File: config.mk
export PLATFORM = sky130hd
export DESIGN_NAME = dispatch_scheduler_flat
export DESIGN_NICKNAME = d
export VERILOG_FILES = /design/src/rtl/dispatch_pkg.sv /design/src/rtl/dispatch_scheduler_if.sv /design/src/rtl/dispatch_slot_pick.sv /design/src/rtl/dispatch_scheduler.sv /design/src/flat_wrapper.sv
export SDC_FILE = /design/constraint.sdc
export NUM_CORES = 1
export LEC_CHECK = 0
export CELL_PAD_IN_SITES_DETAIL_PLACEMENT = 0
export CELL_PAD_IN_SITES_GLOBAL_PLACEMENT = 1
export CORE_MARGIN = 2
export CORE_UTILIZATION = 39
export DETAILED_ROUTE_END_ITERATION = 7
export GPL_TIMING_DRIVEN = 0
export HOLD_SLACK_MARGIN = 0.15
export MAX_ROUTING_LAYER = met4
export PLACE_DENSITY = 0.85
export SYNTH_ARGS = -nofsm -noshare
export SYNTH_HDL_FRONTEND = slang
export SYNTH_SLANG_ARGS = --single-unit
File: constraint.sdc
create_clock -name clk -period 14.6 [get_ports clk]
set_input_delay 2.92 -clock clk [delete_from_list [all_inputs] [get_ports clk]]
set_output_delay 2.92 -clock clk [all_outputs]
set_load 0.03 [all_outputs]
File: src/rtl/dispatch_pkg.sv
// Shared types, constants and the opcode classifier for the dispatch scheduler.
package dispatch_pkg;

    localparam int unsigned GROUP_W   = 4;
    localparam int unsigned TAG_W     = 4;
    localparam int unsigned ROB_DEPTH = 16;

    // Unit indices used for per-unit issue vectors.
    localparam logic [1:0] UNIT_FXU0 = 2'd0;
    localparam logic [1:0] UNIT_FXU1 = 2'd1;
    localparam logic [1:0] UNIT_LSU  = 2'd2;
    localparam logic [1:0] UNIT_BR   = 2'd3;

    typedef enum logic [1:0] {
        CLS_FXU,
        CLS_LSU,
        CLS_BR,
        CLS_NOP
    } op_class_e;

    function automatic op_class_e op_class(input logic [3:0] opcode);
        if (opcode < 4'd8) begin
            return CLS_FXU;
        end else if (opcode < 4'd12) begin
            return CLS_LSU;
        end else if (opcode < 4'd15) begin
            return CLS_BR;
        end
        return CLS_NOP;
    endfunction

endpackage

File: src/rtl/dispatch_scheduler_if.sv
// Issue-group handshake between the instruction buffer (master) and the scheduler (slave).
interface dispatch_scheduler_if;
    import dispatch_pkg::*;

    logic                   grp_valid;
    logic                   grp_ready;
    logic [GROUP_W-1:0]     grp_slot_valid;
    logic [4*GROUP_W-1:0]   grp_opcode;

    modport master (
        output grp_valid,
        output grp_slot_valid,
        output grp_opcode,
        input  grp_ready
    );

    modport slave (
        input  grp_valid,
        input  grp_slot_valid,
        input  grp_opcode,
        output grp_ready
    );

endinterface

File: src/rtl/dispatch_slot_pick.sv
// In-order slot scan: decides which held slots dispatch this cycle, to which unit,
// and at which offset from the ROB tail.
module dispatch_slot_pick
    import dispatch_pkg::*;
(
    input  logic [GROUP_W-1:0]   held_i,
    input  logic [4*GROUP_W-1:0] op_i,
    input  logic                 rr_i,
    input  logic [3:0]           full_i,      // {br, lsu, fxu1, fxu0}
    input  logic [4:0]           rob_free_i,
    output logic [GROUP_W-1:0]   go_o,
    output logic [GROUP_W-1:0]   uses_rob_o,
    output logic [1:0]           unit_o [GROUP_W],
    output logic [1:0]           off_o  [GROUP_W],
    output logic [2:0]           alloc_o
);

    logic      blocked;
    logic      can;
    logic [3:0] used;
    logic [2:0] cnt;
    logic [1:0] pref;
    logic [1:0] alt;
    op_class_e cls;

    // Walk slots low to high; the first held slot that cannot go blocks all later ones.
    always_comb begin
        go_o       = '0;
        uses_rob_o = '0;
        blocked    = 1'b0;
        can        = 1'b0;
        used       = '0;
        cnt        = '0;
        pref       = {1'b0, rr_i};
        alt        = {1'b0, ~rr_i};
        cls        = CLS_NOP;
        for (int i = 0; i < GROUP_W; i++) begin
            unit_o[i] = UNIT_FXU0;
            off_o[i]  = cnt[1:0];
            can       = 1'b0;
            cls       = op_class(op_i[4*i +: 4]);
            if (held_i[i] && !blocked) begin
                if (cls == CLS_NOP) begin
                    can = 1'b1;
                end else if ({2'b00, cnt} < rob_free_i) begin
                    case (cls)
                        CLS_FXU: begin
                            if (!full_i[pref] && !used[pref]) begin
                                unit_o[i] = pref;
                                can       = 1'b1;
                            end else if (!full_i[alt] && !used[alt]) begin
                                unit_o[i] = alt;
                                can       = 1'b1;
                            end
                        end
                        CLS_LSU: begin
                            if (!full_i[UNIT_LSU] && !used[UNIT_LSU]) begin
                                unit_o[i] = UNIT_LSU;
                                can       = 1'b1;
                            end
                        end
                        CLS_BR: begin
                            if (!full_i[UNIT_BR] && !used[UNIT_BR]) begin
                                unit_o[i] = UNIT_BR;
                                can       = 1'b1;
                            end
                        end
                        default: ;
                    endcase
                end
                if (can) begin
                    go_o[i] = 1'b1;
                    if (cls != CLS_NOP) begin
                        used[unit_o[i]] = 1'b1;
                        uses_rob_o[i]   = 1'b1;
                        cnt             = cnt + 3'd1;
                    end
                end else begin
                    blocked = 1'b1;
                end
            end
        end
        alloc_o = cnt;
    end

endmodule

File: src/rtl/dispatch_scheduler.sv
// Holds one issue group, dispatches it in order to the reservation stations and
// allocates ROB tags; accepts the next group once the held one drains.
module dispatch_scheduler
    import dispatch_pkg::*;
(
    input  logic                 clk,
    input  logic                 rst_n,
    input  logic                 flush,
    input  logic [TAG_W-1:0]     flush_tail,
    dispatch_scheduler_if.slave  grp,
    input  logic                 fxu0_full,
    input  logic                 fxu1_full,
    input  logic                 lsu_full,
    input  logic                 br_full,
    input  logic [4:0]           rob_free,
    output logic                 fxu0_issue,
    output logic                 fxu1_issue,
    output logic                 lsu_issue,
    output logic                 br_issue,
    output logic [1:0]           fxu0_slot,
    output logic [1:0]           fxu1_slot,
    output logic [1:0]           lsu_slot,
    output logic [1:0]           br_slot,
    output logic [TAG_W-1:0]     fxu0_tag,
    output logic [TAG_W-1:0]     fxu1_tag,
    output logic [TAG_W-1:0]     lsu_tag,
    output logic [TAG_W-1:0]     br_tag,
    output logic [2:0]           rob_alloc,
    output logic [TAG_W-1:0]     rob_tail
);

    logic [GROUP_W-1:0]   held_q, held_d;
    logic [4*GROUP_W-1:0] op_q, op_d;
    logic                 rr_q, rr_d;
    logic [TAG_W-1:0]     rob_tail_q, rob_tail_d;

    logic [GROUP_W-1:0]   go, uses_rob;
    logic [1:0]           unit [GROUP_W];
    logic [1:0]           off  [GROUP_W];
    logic [2:0]           alloc;

    logic [3:0]           issue_v;
    logic [1:0]           slot_v [4];
    logic [TAG_W-1:0]     tag_v  [4];
    logic                 grp_ready_c;
    logic                 accept;

    dispatch_slot_pick u_pick (
        .held_i     (held_q),
        .op_i       (op_q),
        .rr_i       (rr_q),
        .full_i     ({br_full, lsu_full, fxu1_full, fxu0_full}),
        .rob_free_i (rob_free),
        .go_o       (go),
        .uses_rob_o (uses_rob),
        .unit_o     (unit),
        .off_o      (off),
        .alloc_o    (alloc)
    );

    // Route each dispatching slot onto its unit's strobe, slot and tag; flush masks all.
    always_comb begin
        issue_v = '0;
        for (int u = 0; u < 4; u++) begin
            slot_v[u] = '0;
            tag_v[u]  = '0;
        end
        for (int i = 0; i < GROUP_W; i++) begin
            if (!flush && go[i] && uses_rob[i]) begin
                issue_v[unit[i]] = 1'b1;
                slot_v[unit[i]]  = 2'(i);
                tag_v[unit[i]]   = rob_tail_q + {2'b00, off[i]};
            end
        end
    end

    assign fxu0_issue = issue_v[UNIT_FXU0];
    assign fxu1_issue = issue_v[UNIT_FXU1];
    assign lsu_issue  = issue_v[UNIT_LSU];
    assign br_issue   = issue_v[UNIT_BR];
    assign fxu0_slot  = slot_v[UNIT_FXU0];
    assign fxu1_slot  = slot_v[UNIT_FXU1];
    assign lsu_slot   = slot_v[UNIT_LSU];
    assign br_slot    = slot_v[UNIT_BR];
    assign fxu0_tag   = tag_v[UNIT_FXU0];
    assign fxu1_tag   = tag_v[UNIT_FXU1];
    assign lsu_tag    = tag_v[UNIT_LSU];
    assign br_tag     = tag_v[UNIT_BR];

    assign rob_alloc     = flush ? 3'd0 : alloc;
    assign rob_tail      = rob_tail_q;
    // Ready when nothing would remain held after this cycle's dispatch.
    assign grp_ready_c   = ~flush & ((held_q & ~go) == '0);
    assign grp.grp_ready = grp_ready_c;
    assign accept        = grp.grp_valid & grp_ready_c;

    // Next-state: drain dispatched slots, load new group, advance tail; flush overrides.
    always_comb begin
        held_d     = held_q & ~go;
        op_d       = op_q;
        rr_d       = rr_q;
        rob_tail_d = rob_tail_q + {1'b0, rob_alloc};
        // Toggle only when the preferred FXU was the sole FXU used.
        if ((issue_v[UNIT_FXU0] ^ issue_v[UNIT_FXU1]) && issue_v[{1'b0, rr_q}]) begin
            rr_d = ~rr_q;
        end
        if (accept) begin
            held_d = grp.grp_slot_valid;
            op_d   = grp.grp_opcode;
        end
        if (flush) begin
            held_d     = '0;
            rob_tail_d = flush_tail;
        end
    end

    // State registers with synchronous active-low reset.
    always_ff @(posedge clk) begin
        if (!rst_n) begin
            held_q     <= '0;
            op_q       <= '0;
            rr_q       <= 1'b0;
            rob_tail_q <= '0;
        end else begin
            held_q     <= held_d;
            op_q       <= op_d;
            rr_q       <= rr_d;
            rob_tail_q <= rob_tail_d;
        end
    end

endmodule

File: src/flat_wrapper.sv
// flat-port wrapper written by rule: the top's interface ports become plain ports
module dispatch_scheduler_flat import dispatch_pkg::*;
  (clk, rst_n, flush, flush_tail, fxu0_full, fxu1_full, lsu_full, br_full, rob_free, fxu0_issue, fxu1_issue, lsu_issue, br_issue, fxu0_slot, fxu1_slot, lsu_slot, br_slot, fxu0_tag, fxu1_tag, lsu_tag, br_tag, rob_alloc, rob_tail, grp_grp_valid, grp_grp_slot_valid, grp_grp_opcode, grp_grp_ready);
  dispatch_scheduler_if grp_i ();
  input  logic clk;
  input  logic rst_n;
  input  logic flush;
  input  logic [TAG_W-1:0] flush_tail;
  input  logic fxu0_full;
  input  logic fxu1_full;
  input  logic lsu_full;
  input  logic br_full;
  input  logic [4:0] rob_free;
  output logic fxu0_issue;
  output logic fxu1_issue;
  output logic lsu_issue;
  output logic br_issue;
  output logic [1:0] fxu0_slot;
  output logic [1:0] fxu1_slot;
  output logic [1:0] lsu_slot;
  output logic [1:0] br_slot;
  output logic [TAG_W-1:0] fxu0_tag;
  output logic [TAG_W-1:0] fxu1_tag;
  output logic [TAG_W-1:0] lsu_tag;
  output logic [TAG_W-1:0] br_tag;
  output logic [2:0] rob_alloc;
  output logic [TAG_W-1:0] rob_tail;
  input wire logic [$bits(grp_i.grp_valid)-1:0] grp_grp_valid;
  input wire logic [$bits(grp_i.grp_slot_valid)-1:0] grp_grp_slot_valid;
  input wire logic [$bits(grp_i.grp_opcode)-1:0] grp_grp_opcode;
  output wire logic [$bits(grp_i.grp_ready)-1:0] grp_grp_ready;
  assign grp_i.grp_valid = grp_grp_valid;
  assign grp_i.grp_slot_valid = grp_grp_slot_valid;
  assign grp_i.grp_opcode = grp_grp_opcode;
  assign grp_grp_ready = grp_i.grp_ready;
  dispatch_scheduler u_core (.clk(clk), .rst_n(rst_n), .flush(flush), .flush_tail(flush_tail), .grp(grp_i), .fxu0_full(fxu0_full), .fxu1_full(fxu1_full), .lsu_full(lsu_full), .br_full(br_full), .rob_free(rob_free), .fxu0_issue(fxu0_issue), .fxu1_issue(fxu1_issue), .lsu_issue(lsu_issue), .br_issue(br_issue), .fxu0_slot(fxu0_slot), .fxu1_slot(fxu1_slot), .lsu_slot(lsu_slot), .br_slot(br_slot), .fxu0_tag(fxu0_tag), .fxu1_tag(fxu1_tag), .lsu_tag(lsu_tag), .br_tag(br_tag), .rob_alloc(rob_alloc), .rob_tail(rob_tail));
endmodule
=== Yosys cells after proc, flatten, opt, wreduce, memory -nomap -nowiden ===
Index checks and enable logic that the tools add are counted.

* Input bits: 37
* Bits in registers: 25

* Bitwise operators: 22
* Add/subtract/negate cells: 7
* Multiplexer cells: 207
* Reduce and logical (&&, ||, !) cells: 65
* Equal/unequal tests: 16
* Order comparisons: 40

{| class="wikitable"
|+ Operator list
! operator !! number
|-
| $mux W1 || 104
|-
| $mux W2 || 42
|-
| $mux W4 || 19
|-
| $mux W16 || 4
|-
| $bwmux W16 || 3
|-
| $lt A4 B4 Y1 const B || 12
|-
| $logic_and A1 B1 Y1 || 37
|-
| $demux W4 S2 || 4
|-
| $mux W3 || 10
|-
| $pmux W2 S3 || 4
|-
| $logic_not A1 Y1 || 22
|-
| $lt A2 B3 Y1 const B || 7
|-
| $or A4 B4 Y4 || 5
|-
| $and A16 B16 Y16 || 1
|-
| $eq A2 B2 Y1 const B || 8
|-
| $mux W8 || 2
|-
| $lt A3 B5 Y1 || 3
|-
| $demux W1 S2 || 7
|-
| $ge A2 B1 Y1 const B || 7
|-
| $demux W2 S2 || 3
|-
| $ge A3 B3 Y1 const B || 4
|-
| $lt A3 B1 Y1 const B || 4
|-
| $not A2 Y3 || 4
|-
| $pmux W1 S3 || 4
|-
| 19 further kinds || 37
|}

=== Longest topological paths before layout ===
Gate-level depths: netlist (run 1).

* Depth after elaboration: 73
* Depth in mapped cells: 35
* Gate-level depth less buffers: 33

=== By module ===
A second synthesis (run 1) with hierarchy kept.

* Cells, all modules: 446
* Area total of the unflattened synthesis: 3525.9 um2

{| class="wikitable"
|+ By module, submodules not included
! module !! area each (um2) !! cells each !! times used
|-
| dispatch_scheduler || 2289.7 || 273 || 1
|-
| dispatch_slot_pick || 1236.2 || 173 || 1
|}

=== Worst setup path before layout (run 1) ===
OpenSTA, ideal clock, no wires.

* Path type: input to output
* Start point: input br_full
* End point: output rob_alloc[2]
* Data required time: 11680 ps
* Stages: 28
* Setup slack: 2963 ps
* Arrival time: 8717 ps
* Buffers on the path: 1
* Cells stage by stage: a21oi_1 a21oi_2 o31ai_2 a21oi_1 a211oi_2 and2b_1 nand2_1 inv_1 ha_1 nand3_1 o31a_1 nor2_1 a21oi_1 a2111o_1 o21bai_1 buf_4 nor2_1 nand2_1 o21ai_0 ha_1 a211oi_1 nand2b_1 or3_1 nand3_2 o21ai_2 or3_4 or3_1 a21oi_1

* Word-level cells in the longest chain between the ends: 61
* Elaborated cells between the ends (all ways): 143
* Those cells by class: add/sub (3); order compare (9); mux (95); bitwise (2); reduce/logical (34)

{| class="wikitable"
|+ RTL lines
! item !! RTL line !! text
|-
| start: declaration || flat_wrapper.sv:12 || <nowiki>input logic br_full;</nowiki>
|-
| $mux W2 || dispatch_slot_pick.sv:63 || <nowiki>if (!full_i[UNIT_BR] && !used[UNIT_BR]) begin</nowiki>
|-
| $pmux W2 S3 || dispatch_slot_pick.sv:46 || <nowiki>case (cls)</nowiki>
|-
| $mux W2 || dispatch_slot_pick.sv:45 || <nowiki>end else if ({2'b00, cnt} < rob_free_i) begin</nowiki>
|-
| $mux W2 || dispatch_slot_pick.sv:43 || <nowiki>if (cls == CLS_NOP) begin</nowiki>
|-
| $mux W2 || dispatch_slot_pick.sv:42 || <nowiki>if (held_i[i] && !blocked) begin</nowiki>
|-
| $lt A2 B3 Y1 (implied by the code) or $ge A2 B1 Y1 (tied branches) || dispatch_slot_pick.sv:74 || <nowiki>used[unit_o[i]] = 1'b1;</nowiki>
|-
| $logic_and A1 B1 Y1 (implied by the code) || dispatch_slot_pick.sv:74 ||
|-
| $mux W1 (implied by the code) || dispatch_slot_pick.sv:74 ||
|-
| [... 45 more ...] || - ||
|-
| $mux W1 || dispatch_slot_pick.sv:48 || <nowiki>if (!full_i[pref] && !used[pref]) begin</nowiki>
|-
| $pmux W1 S3 || dispatch_slot_pick.sv:46 ||
|-
| $mux W1 || dispatch_slot_pick.sv:45 ||
|-
| $mux W1 || dispatch_slot_pick.sv:43 ||
|-
| $mux W1 || dispatch_slot_pick.sv:42 ||
|-
| $mux W3 || dispatch_slot_pick.sv:71 || <nowiki>if (can) begin</nowiki>
|-
| $mux W3 * || dispatch_slot_pick.sv:42 ||
|-
| $mux W3 * || dispatch_scheduler.sv:90 || <nowiki>assign rob_alloc = flush ? 3'd0 : alloc;</nowiki>
|-
| end: declaration || flat_wrapper.sv:26 || <nowiki>output logic [2:0] rob_alloc;</nowiki>
|}

Every way passes the cells marked *; elsewhere a longest branch is shown, timed or not. The select of a mux whose other input is x is not followed.

=== Final worst setup path (run 1) ===
* Start point: input fxu0_full
* End point: output rob_alloc[2]

* Word-level cells in the longest chain between the ends: 66
* Elaborated cells between the ends (all ways): 152
* Those cells by class: add/sub (3); order compare (9); mux (101); bitwise (2); reduce/logical (37)

{| class="wikitable"
|+ RTL lines
! item !! RTL line !! text
|-
| start: declaration || flat_wrapper.sv:9 || <nowiki>input logic fxu0_full;</nowiki>
|-
| $mux W1 (implied by the code) (2 in series) || dispatch_slot_pick.sv:51 || <nowiki>end else if (!full_i[alt] && !used[alt]) begin</nowiki>
|-
| $logic_not A1 Y1 || dispatch_slot_pick.sv:51 ||
|-
| $logic_and A1 B1 Y1 || dispatch_slot_pick.sv:51 ||
|-
| $mux W1 || dispatch_slot_pick.sv:51 ||
|-
| $mux W1 || dispatch_slot_pick.sv:48 ||
|-
| $pmux W2 S3 || dispatch_slot_pick.sv:46 ||
|-
| $mux W2 || dispatch_slot_pick.sv:45 ||
|-
| $mux W2 || dispatch_slot_pick.sv:43 ||
|-
| [... 49 more ...] || - ||
|-
| $mux W1 || dispatch_slot_pick.sv:48 ||
|-
| $pmux W1 S3 || dispatch_slot_pick.sv:46 ||
|-
| $mux W1 || dispatch_slot_pick.sv:45 ||
|-
| $mux W1 || dispatch_slot_pick.sv:43 ||
|-
| $mux W1 || dispatch_slot_pick.sv:42 ||
|-
| $mux W3 || dispatch_slot_pick.sv:71 ||
|-
| $mux W3 * || dispatch_slot_pick.sv:42 ||
|-
| $mux W3 * || dispatch_scheduler.sv:90 ||
|}

Marks and branches as above.

==> results.py, run 1 <==
metrics = {
    "drt": {
        "wl_per_cell_um": 17.6,
        "ant_nets": 0,
        "wl_um": 10700,
        "drt-pass1-iter-count": 7,
        "drtIter0Drc": 258,
        "vias": 3643,
        "drc_errors": 0,
        "routed_via_density": 5.97,
    },
    "cts": {
        "cts_made_buffers": 3,
        "htree_levels": 1,
        "cts_setup_buffers": 0,
        "clk_latency_ns": 0.29,
        "cts_tree": "built",
        "clockBufferDepth": 2,
        "clkSinkCount": 25,
        "postCtsHoldBufs": 0,
        "ctsResizeCount": 0,
        "clk_pin_slew_ns": 0.10,
        "clock_tree.root_cell": "clkbuf_8",
    },
    "worst_setup_path": {
        "end_kind": "output port",
        "slowest_delay_ns": 0.72,
        "crit_path_top_delay_cell": "clkdlybuf4s50_1",
        "crit_path_start_kind": "primary input",
        "critPathKind": "in -> out",
        "path_max_fanout": 10,
        "required_ns": 11.68,
        "crit_arrival_ns": 10.66,
    },
    "layout": {
        "finalNetCount": 564,
        "utilization": 0.515,
        "syn_to_final_growth_pct": 28.5,
        "drive_gt1_frac": 0.0866,
        "n_antenna_cell": 0,
    },
    "sta": {
        "period_needed_ns": 13.58,
        "finClkSkew_ns": 0.0133,
        "worst_slew_pin_slew_ns": 0.767,
        "final_max_slew_viol_count": 0,
        "finalSetupTns_ns": 0,
        "finalSetupViolations": 0,
        "layout_worst_path_cycle_share": 0.930,
        "rsz0062_at_grt": "false",
        "fmax_ghz": 0.0736,
        "finalHoldViolations": 0,
        "slew_headroom": 0.483,
        "layout_setup_ws_ns": 1.02,
    },
    "grt": {
        "grt_pass1_vias": 3336,
        "overflow": 0,
        "grt_max_degree": 14,
        "grt_use_total": 0.255,
        "grt_pass1_wl_um": 17100,
        "antenna_found_initial": 0,
    },
    "logic_synthesis": {
        "synth.most_common_cell": "nand2_1",
        "synth_area_leaders": "dfxtp_1 (16%), o21ai_0 (6.8%), nand2_1 (6.7%)",
        "avgSynthCellArea_um2": 7.16,
        "yosysTopAreaCell": "dfxtp_1",
        "ys_ff_latch": 25,
        "synth_enable_flop_cells": 0,
        "ys_seq_area_frac": 0.161,
        "yosysUniqueCellTypes": 81,
        "synth-async-reset-ratio": 0,
        "synth_top_area_frac": 0.161,
        "syn_inst": 433,
        "syn_nets": 488,
        "yosysWarnings": 0,
        "synth_flop_cell": "dfxtp_1",
        "ys_top_cells_by_count": "nand2_1 (55), o21ai_0 (42), nor2_1 (31), dfxtp_1 (25), nand3_1 (23)",
        "synth_area_mm2": 0.00310,
    },
    "pwr": {
        "power-per-cell-area_mw_per_mm2": 47.0,
        "vdd_drop_max_mv": 0.0331,
        "p_leak_nw": 1.51,
    },
    "placement": {
        "hpwlAfterDp_um": 8670,
        "gp_congestion": 0.953,
        "port-buffer-count": 71,
        "pre_cts_slack_ns": 1.03,
    },
    "die": {
        "dieArea_mm2": 0.00868,
        "core_mm2": 0.00773,
        "rows": 32,
        "io-pin-count": 73,
        "initial_utilization": 0.401,
        "die_y_um": 93.1,
        "die_w_um": 93.1,
    },
    "outcome": {
        "status": "completed",
    },
    "hold_path": {
        "hp-class": "reg -> reg",
    },
    "job": {
        "drv_cap": 0,
    },
}
==> kinds of logic (layout without fill, tap and decap cells) <==
group | count (synthesis) | in the layout | share of synthesized area
and+or+nand+nor | 180 | 180 | 0.302
AOI/OAI and AO/OA | 156 | 156 | 0.362
buffers and inverters | 42 | 117 | 0.0577
DFF | 25 | 25 | 0.161
adders and majority gates | 18 | 18 | 0.0799
xor gates and xnor gates | 7 | 7 | 0.0198
muxes | 5 | 5 | 0.0166
==> cell type report <==
class | instances | area (um2)
Sequential cell | 25 | 500
Tap cell | 102 | 128
Multi-Input combinational cell | 366 | 2420
Buffer | 21 | 100
Fill cell | 768 | 3740
Timing Repair Buffer | 71 | 711
Clock buffer | 4 | 45.0
Inverter | 21 | 78.8
==> flip-flops by register name (all words and copies together), names as in the netlist <==
name	count
u_core.held_q	4
u_core.op_q	16
u_core.rob_tail	4
u_core.rr_q	1
==> stage by stage <==
step / hold slack (ns) / instances / instance area [um2] / total power, mW
floorplan: 0.436 / 433 / 3100 / 0.115
global placement: 0.450 / 606 / 3940 / 0.140
detailed placement: 0.455 / 606 / 3940 / 0.141
CTS: 0.468 / 610 / 3980 / 0.188
global route: 0.478 / 610 / 3980 / 0.197
finish: 0.465 / 610 / 3980 / 0.187
==> worst paths after layout <==
check / slack, ns / start / to / depth (start not counted)
setup / recovery: 1.02 / fxu0_full / rob_alloc[2] / 30
hold reg to reg: 0.46 / u_core.op_q[4]$_SDFFE_PN0P_ / u_core.op_q[4]$_SDFFE_PN0P_ / 2
hold / removal: 0.46 / u_core.op_q[4]$_SDFFE_PN0P_ / u_core.op_q[4]$_SDFFE_PN0P_ / 2
setup reg to reg: 6.68 / u_core.rr_q$_SDFFE_PN0P_ / u_core.rob_tail[3]$_SDFF_PN0_ / 33
==> placed cells by master, fill, tap and decap left out, types with 8 or more instances in the layout <==
master           synthesis  final
inv_1                   20     20
ha_1                    15     15
nor2_1                  31     31
a22oi_1                 12     12
clkdlybuf4s50_1          0     71
nand4_1                  8      8
clkbuf_1                13     14
a21oi_1                 20     20
nand2_1                 55     55
dfxtp_1                 25     25
nand3_1                 23     23
o221ai_1                12     12
o21ai_0                 42     42
==> power breakdown <==
part	internal (mW)	switching, mW	total, mW
combinational	0.0278	0.0370	0.0649
sequential	0.0715	0.00381	0.0753
clock	0.0197	0.0272	0.0469
total	0.119	0.0680	0.187
==> per-layer routing <==
layer	vias up	track usage	routed length (um)
met5	-	-	0
met4	0	0.0600	189
met3	17	0.0201	594
met2	140	0.449	5300
met1	1709	0.320	4660
li1	1777	-	-
==> worst max-delay path: cells and delay by family <==
kind	cells	cell delay, ns
fa+ha+maj	2	0.66
simple gates	11	2.07
compound gates	13	3.47
buf+inv	4	1.54
(Power assumes the default switching activity.)
==> run 2: changes to the inputs <==
--- a/config.mk
+++ b/config.mk
@@ -14,6 +14,7 @@
 export HOLD_SLACK_MARGIN = 0.15
 export MAX_ROUTING_LAYER = met4
 export PLACE_DENSITY = 0.85
+export SLEW_MARGIN = 20
 export SYNTH_ARGS = -nofsm -noshare
 export SYNTH_HDL_FRONTEND = slang
 export SYNTH_SLANG_ARGS = --single-unit
==> results of run 2 <==
Same layout as run 1: the final DEF is identical, and so are final timing and power.
